File: config.mk
export PLATFORM = sky130hd
export DESIGN_NAME = ahb2apb_bridge_core
export DESIGN_NICKNAME = d
export VERILOG_FILES = /design/src/rtl/ahb2apb_bridge_core.sv
export SDC_FILE = /design/constraint.sdc
export NUM_CORES = 1
export LEC_CHECK = 0
export CORE_UTILIZATION = 61
export DETAILED_ROUTE_END_ITERATION = 6
export DONT_BUFFER_PORTS = 1
export PLACE_DENSITY = 0.77
export SKIP_CTS_REPAIR_TIMING = 1
export SYNTH_ARGS = -nofsm -noshare
export SYNTH_HDL_FRONTEND = slang
export SYNTH_SLANG_ARGS = --single-unit
File: constraint.sdc
create_clock -name HCLK -period 3.8 [get_ports HCLK]
set_input_delay 0.19 -clock HCLK [delete_from_list [all_inputs] [get_ports HCLK]]
set_output_delay 0.19 -clock HCLK [all_outputs]
set_load 0.05 [all_outputs]
File: src/rtl/ahb2apb_bridge_core.sv
`default_nettype none
// ============================================================================
//  Module   : ahb2apb_bridge_core
//  Purpose  : AHB-Lite slave to APB3 master bridge. Every accepted AHB beat
//             becomes one APB setup/access sequence. Out-of-range addresses,
//             writes to the read-only window and oversized transfers are
//             rejected before any APB activity. All outputs are registered.
//  Revision : 1.0 - initial release
// ============================================================================
module ahb2apb_bridge_core #(
    parameter int HADDR_SIZE = 32,
    parameter int HDATA_SIZE = 32,
    parameter int PADDR_SIZE = 10,
    parameter int ADDR_LIMIT = 1024,
    parameter int RO_WORDS   = 4
) (
    input  logic                  HCLK,
    input  logic                  HRESETn,
    // AHB-Lite slave side
    input  logic                  HSEL,
    input  logic [HADDR_SIZE-1:0] HADDR,
    input  logic [1:0]            HTRANS,
    input  logic                  HWRITE,
    input  logic [2:0]            HSIZE,
    input  logic [2:0]            HBURST,
    input  logic [HDATA_SIZE-1:0] HWDATA,
    input  logic                  HREADY,
    output logic                  HREADYOUT,
    output logic                  HRESP,
    output logic [HDATA_SIZE-1:0] HRDATA,
    // APB3 master side
    output logic                  PSEL,
    output logic                  PENABLE,
    output logic [PADDR_SIZE-1:0] PADDR,
    output logic                  PWRITE,
    output logic [HDATA_SIZE-1:0] PWDATA,
    input  logic                  PREADY,
    input  logic [HDATA_SIZE-1:0] PRDATA,
    input  logic                  PSLVERR
);

    // ------------------------------------------------------------------------
    // State encoding
    // ------------------------------------------------------------------------
    localparam logic [2:0] c_ST_IDLE   = 3'd0;
    localparam logic [2:0] c_ST_LATCH  = 3'd1;
    localparam logic [2:0] c_ST_SETUP  = 3'd2;
    localparam logic [2:0] c_ST_ACCESS = 3'd3;
    localparam logic [2:0] c_ST_ERR1   = 3'd4;
    localparam logic [2:0] c_ST_ERR2   = 3'd5;

    // Legality limits expressed in the widths they are compared against
    localparam logic [HADDR_SIZE-1:0] c_ADDR_LIMIT = HADDR_SIZE'(ADDR_LIMIT);
    localparam logic [HADDR_SIZE-1:0] c_RO_LIMIT   = HADDR_SIZE'(RO_WORDS * 4);
    localparam logic [2:0]            c_MAX_HSIZE  = 3'($clog2(HDATA_SIZE / 8));

    logic [2:0]            r_state;
    logic [PADDR_SIZE-1:0] r_addr;
    logic                  r_write;
    logic [2:0]            r_size;

    logic w_accept;
    logic w_err;

    // A beat is taken only in IDLE; IDLE/BUSY beats fall through as zero-wait OKAY
    assign w_accept = HSEL & HREADY & HTRANS[1] & (r_state == c_ST_IDLE);

    // Reject before any APB access: out of range, read-only write, oversized
    assign w_err = (HADDR >= c_ADDR_LIMIT)
                 | (HWRITE & (HADDR < c_RO_LIMIT))
                 | (HSIZE > c_MAX_HSIZE);

    // Burst type and the SEQ/NONSEQ distinction do not change behaviour;
    // the latched size is kept for visibility only.
    logic w_unused_ok;
    assign w_unused_ok = &{1'b0, HTRANS[0], HBURST, r_size};

    // Bridge sequencer: drives state, AHB response and APB outputs together
    always_ff @(posedge HCLK or negedge HRESETn) begin
        if (!HRESETn) begin
            r_state   <= c_ST_IDLE;
            r_addr    <= '0;
            r_write   <= 1'b0;
            r_size    <= 3'd0;
            HREADYOUT <= 1'b1;
            HRESP     <= 1'b0;
            HRDATA    <= '0;
            PSEL      <= 1'b0;
            PENABLE   <= 1'b0;
            PADDR     <= '0;
            PWRITE    <= 1'b0;
            PWDATA    <= '0;
        end else begin
            case (r_state)
                c_ST_IDLE: begin
                    if (w_accept) begin
                        r_addr    <= HADDR[PADDR_SIZE-1:0];
                        r_write   <= HWRITE;
                        r_size    <= HSIZE;
                        HREADYOUT <= 1'b0;
                        if (w_err) begin
                            HRESP   <= 1'b1;
                            r_state <= c_ST_ERR1;
                        end else begin
                            r_state <= c_ST_LATCH;
                        end
                    end
                end
                c_ST_LATCH: begin
                    // HWDATA is valid only in the data phase, i.e. now
                    if (r_write) begin
                        PWDATA <= HWDATA;
                    end
                    PSEL    <= 1'b1;
                    PADDR   <= r_addr;
                    PWRITE  <= r_write;
                    r_state <= c_ST_SETUP;
                end
                c_ST_SETUP: begin
                    PENABLE <= 1'b1;
                    r_state <= c_ST_ACCESS;
                end
                c_ST_ACCESS: begin
                    if (PREADY) begin
                        PSEL    <= 1'b0;
                        PENABLE <= 1'b0;
                        if (PSLVERR) begin
                            HRESP   <= 1'b1;
                            r_state <= c_ST_ERR1;
                        end else begin
                            if (!r_write) begin
                                HRDATA <= PRDATA;
                            end
                            HREADYOUT <= 1'b1;
                            r_state   <= c_ST_IDLE;
                        end
                    end
                end
                c_ST_ERR1: begin
                    // Second half of the two-cycle ERROR response
                    HREADYOUT <= 1'b1;
                    r_state   <= c_ST_ERR2;
                end
                c_ST_ERR2: begin
                    HRESP   <= 1'b0;
                    r_state <= c_ST_IDLE;
                end
                default: begin
                    HREADYOUT <= 1'b1;
                    HRESP     <= 1'b0;
                    PSEL      <= 1'b0;
                    PENABLE   <= 1'b0;
                    r_state   <= c_ST_IDLE;
                end
            endcase
        end
    end

endmodule
`default_nettype wire

; ---- Word level (Yosys, flattened, before mapping)
; Cells that the tools add are included.
[word_totals]
out_inout_bits = 79
register_bits = 93
input_bits = 111
wordCells = 66
[op_classes]
bitwise_logic = 12
muxes = 17
n_eq_ne = 10
reduce_logical = 13
n_lt_le_gt_ge = 3
[op_table]
columns = op, n
row1 = greater-or-equal comparator 32 x 11 -> 1 bit (second input constant), 1
row2 = < comparator 32 x 5 -> 1 bit (second input constant), 1
row3 = one-hot mux 3 bit (5 select lines), 1
row4 = 2-to-1 mux 3 bit, 4
row5 = one-hot mux 1 bit (3 select lines), 4
row6 = inequality test 2 bit (second input constant), 5
row7 = AND reduction 2 bit, 5
row8 = 2-to-1 mux 1 bit, 8
row9 = AND reduction 4 bit, 2
row10 = OR reduction 4 bit, 2
row11 = equality test 3 x 2 -> 1 bit (second input constant), 2
row12 = equality test 3 bit (second input constant), 2
row13 = inverter 1 bit, 6
row14 = OR reduction 3 bit, 2
row15 = AND reduction 5 bit, 1
row16 = bitwise AND 1 bit, 4
row17 = equality test 3 x 1 -> 1 bit (second input constant), 1
row18 = greater-than comparator 3 x 2 -> 1 bit (second input constant), 1
row19 = logical NOT 3 bit, 1
row20 = bitwise OR 1 bit, 2

; ---- Depth between registers and ports, before layout
[depth]
word_depth = 7
mapped_depth = 6
ltp_nobuf = 4

; ---- Worst setup path before layout
; No wires, ideal clock.
[synth_timing]
path_type = register to register
from = reg r_state[0]
to = reg r_addr[1]
period_less_slack_ps = 1579
setup_ps = 125
slack_ps = 2221
stages_incl_launch_ff = 6
arrival_ps = 1454
cell_sequence = dfrtp_1 buf_2 or2_4 nor3_4 buf_6 mux2_2
[synth_between]
elab_chain_len = 3
[synth_rtl]
columns = item, line_no
row1 = "start, declared", 57  ; logic [2:0] r_state;
row2 = "start signal, assigned", 81  ; r_state <= c_ST_IDLE;
row3 = "start signal, assigned", 103  ; r_state <= c_ST_ERR1;
row4 = "start signal, assigned", 105  ; r_state <= c_ST_LATCH;
row5 = logical NOT 3 bit (*), "66, 94"
row6 = bitwise AND 1 bit, 66  ; assign w_accept = HSEL & HREADY & HTRANS[1] & (r_state == c_ST_IDLE);
row7 = AND reduction 2 bit (no source line) (*), -
row8 = "end signal, assigned", 97  ; r_addr <= HADDR[PADDR_SIZE-1:0];
row9 = "end, declared", 58  ; logic [PADDR_SIZE-1:0] r_addr;
; Mark *: on every way between the ends. The rest lies on a longest branch, timed or not.
; A chain may end at the register's enable or synchronous reset.

; ---- Worst setup path after layout
[layout_timing]
from = reg r_state[0]
to = reg PWDATA[26]
[layout_between]
elab_chain_len = 2
[layout_rtl]
columns = item, line_no
row1 = equality test 3 x 1 -> 1 bit, 94  ; case (r_state)
row2 = AND reduction 2 bit (no source line), -
row3 = "end signal, assigned", 92  ; PWDATA <= '0;
row4 = "end signal, assigned", 112  ; PWDATA <= HWDATA;
row5 = "end, declared", 36  ; output logic [HDATA_SIZE-1:0] PWDATA,
; No other way between the ends.

==> flow_summary.ini <==
[outcome]
outcome = completed

[die]
rows = 28
design.die.area_um2 = 6673
fp.dieW_um = 81.69
core-area_um2 = 6026
die_y_um = 81.69
starting_density_pct = 64.29
ioPinCount = 190

[finish]
post_route_cells_drive_above_1_share_pct = 34.05
post_route_design_area_um2 = 4857
final_core_util_pct = 80.61
area_growth_pct = 25.39
fin_nets = 432
antenna_cells_inserted = 0

[placement]
dp_hpwl_um = 4900
gpl.final_weighted_congestion = 0.8243
placedInstanceArea_um2 = 3860
io_buffer_count = 0

[timing]
finalMaxSlewViolations = 0
worst_slew_pin_slew_ns = 0.5988
highest_clock_rate_ghz = 0.4226
timing.setup.tns_ns = 0
final.period_utilization_pct = 62.27
final_report_hold_violation_count = 0
report.final.setup_viol = 0
final_period_minus_worst_setup_slack_ns = 2.366
final.setup_skew_ns = 0.008294
rsz0062_at_grt = false
relative_max_transition_margin_pct = 59.95

[detailed_routing]
vias = 2347
ant_nets_after_route = 0
drt_first_pass_iters = 4
drc = 0
post_drt_via_cell_ratio = 5.853
drt-initial-drc-count = 116
avgRoutedWirePerCell_um = 21.18
wl_um = 8493

[worst_setup_path]
worstSetupEndpoint = PWDATA[26]
rrSetupSlack_ns = 1.43
startpoint = r_state[0]
cp.buffers_inverters = 2
type_of_the_worst_setup_path = reg -> reg
crit_family = simple AND/OR/NAND/NOR gates
endpoint_kind = flop
critPathArrivalTime_ns = 2.60
worst_r2r_endpoint = PWDATA[26]
crit_slowest_cell = sky130_fd_sc_hd__dfrtp_1
start_kind = flop
critical_path_depth = 5
required_ns = 4.03
ff2ff_path_depth = 5
crit-reg2reg-launch = r_state[0]
largest_incremental_delay_on_the_critical_path_ns = 0.56
cp_cell_sequence = inv_1 -> nor3_4 -> and2_1 -> buf_4 -> mux2_2
highest_net_fanout_along_the_worst_path = 32

[global_route]
grt_pass1_vias = 2095
grt_util_all_layers_pct = 20.45
globalRouteOverflowTotal = 0
antenna_found_initial = 0
wire_length_of_the_first_global_routing_pass_um = 9949
pin_count_of_the_biggest_net_entering_global_routing = 94

[yosys]
post_synth_instance_area_um2 = 3874
postSynthNetCount = 355
synth_sequential_area_ratio_pct = 60.11
ys_ff_latch = 93
syn-mean-instance-area_um2 = 15.88
synthDistinctLibCells = 32
synth-async-reset-ratio_pct = 100.0
yosysWarnings = 0
synth_enable_flop_cells = 0
syn-instance-count = 244
synth_ff_type = sky130_fd_sc_hd__dfrtp_1

[pwr]
p_leak_nw = 2.223
vdd.ir_drop.worst_uv = 640.5
total_power_mw = 4.683
power_density_nw_per_um2 = 964.2

[clock_network]
cts_tree = done
cts-buffers-inserted = 9
clock_tree.buffer_depth = 2
clk_pin_slew_ns = 0.09
cts.root.buffer_cell = sky130_fd_sc_hd__clkbuf_8
clock_network_latency_to_the_later_pin_of_the_worst_skew_pair_ns = 0.35
clock_sink_count = 93
ctsHtreeMaxLevel = 3

[run]
max_cap_violations = 0

[hold_path]
worstHoldPathType = in -> reg
synthesized netlist by cell type, types with 2 or more instances:
library cell | instances | area (µm²)
sky130_fd_sc_hd__nand3_1 | 4 | 20.02
sky130_fd_sc_hd__nor4_1 | 7 | 43.79
sky130_fd_sc_hd__nor3_4 | 2 | 32.53
sky130_fd_sc_hd__a21oi_1 | 3 | 15.01
sky130_fd_sc_hd__buf_2 | 2 | 10.01
sky130_fd_sc_hd__o22a_1 | 2 | 17.52
sky130_fd_sc_hd__o22ai_1 | 2 | 12.51
sky130_fd_sc_hd__mux2_2 | 55 | 619.3
sky130_fd_sc_hd__buf_4 | 2 | 15.01
sky130_fd_sc_hd__dfrtp_1 | 92 | 2302
sky130_fd_sc_hd__buf_6 | 8 | 90.09
sky130_fd_sc_hd__nand2_1 | 2 | 7.510
sky130_fd_sc_hd__and3_1 | 3 | 18.77
sky130_fd_sc_hd__a311oi_1 | 3 | 26.28
sky130_fd_sc_hd__nor3_1 | 2 | 10.01
sky130_fd_sc_hd__inv_1 | 4 | 15.01
sky130_fd_sc_hd__nand4_1 | 2 | 12.51
sky130_fd_sc_hd__o21ai_0 | 2 | 10.01
sky130_fd_sc_hd__mux2_4 | 30 | 450.4
sky130_fd_sc_hd__nor2_1 | 5 | 18.77
where the power goes:
| group | internal (mW) | total (mW) | switching, mW |
|---|---|---|---|
| clock | 0.326 | 0.671 | 0.345 |
| sequential | 1.42 | 3.12 | 1.70 |
| combinational | 0.582 | 0.893 | 0.312 |
logic make-up (layout without fill, tap and decap cells):
group / Yosys count / count (layout) / share of synthesized area, %
AO/OA/AOI/OAI: 17 / 17 / 3.166
buffers and inverters: 16 / 98 / 3.359
flip-flops: 93 / 93 / 60.11
AND/OR/NAND/NOR: 32 / 32 / 5.459
multiplexers: 86 / 86 / 27.91
metal layers:
| layer | track usage (%) | wire [µm] | vias up |
|---|---|---|---|
| li1 | - | - | 1041 |
| met1 | 23.61 | 3287 | 1153 |
| met2 | 32.08 | 4189 | 142 |
| met3 | 8.889 | 879 | 11 |
| met4 | 11.05 | 137 | 0 |
| met5 | 0 | 0 | - |
area by class of cell:
type / instances / area, µm²
multi-input cells: 135 / 1415
well taps: 75 / 93.84
flip-flops and latches: 93 / 2328
clock buffers: 10 / 137.6
clock inverters: 6 / 71.32
inverters: 4 / 15.01
repair buffers: 78 / 795.8
fillers: 318 / 1169
state kept, by name (all words and copies together) (netlist names):
signal,flops
HRDATA,32
HREADYOUT,1
HRESP,1
PADDR,10
PENABLE,1
PSEL,1
PWDATA,32
PWRITE,1
r_addr,10
r_state,3
r_write,1
placed cells by master (no fill, tap or decap), drive strengths merged, types with 2 or more instances in the layout:
cell,Yosys,layout
clkinv,0,2
clkinvlp,0,2
dfrtp,92,92
dlygate4sd3,0,76
o22ai,2,2
nor3,4,4
clkbuf,0,10
mux2,86,86
nand3,5,5
inv,4,5
o22a,2,2
nor2,6,6
a21oi,3,3
and3,3,3
nor4,7,7
nand4,2,2
nand2,3,3
a311oi,3,3
buf,12,2
o21ai,2,2
worst min path at each step:
stage / start / end / cells after the start
after detailed placement: HRESETn / PWDATA[8] / 0
after floorplan: HRESETn / HRDATA[0] / 0
final: PSLVERR / r_state[2] / 2
after global placement: HRESETn / PWDATA[8] / 0
after CTS: HRESETn / PWDATA[17] / 0
after global routing: PSLVERR / r_state[2] / 2
worst reg2reg max path, cell delays in order (launching register included):
cell and delay [ns]:
sky130_fd_sc_hd__dfrtp_1 0.56, sky130_fd_sc_hd__inv_1 0.17, sky130_fd_sc_hd__nor3_4 0.54, sky130_fd_sc_hd__and2_1 0.22, sky130_fd_sc_hd__buf_4 0.36, sky130_fd_sc_hd__mux2_2 0.40
stage by stage:
stage               setup slack (ns)  instances  hold WS (ns)
global placement               1.456        308       -0.1038
detailed placement             1.438        308       -0.1037
global route                   1.276        401       0.01098
floorplan                      2.221        244       -0.1056
finish                         1.434        401       0.02513
CTS                            1.427        324       -0.4940
Note: power is estimated with default switching activity, not from simulation.
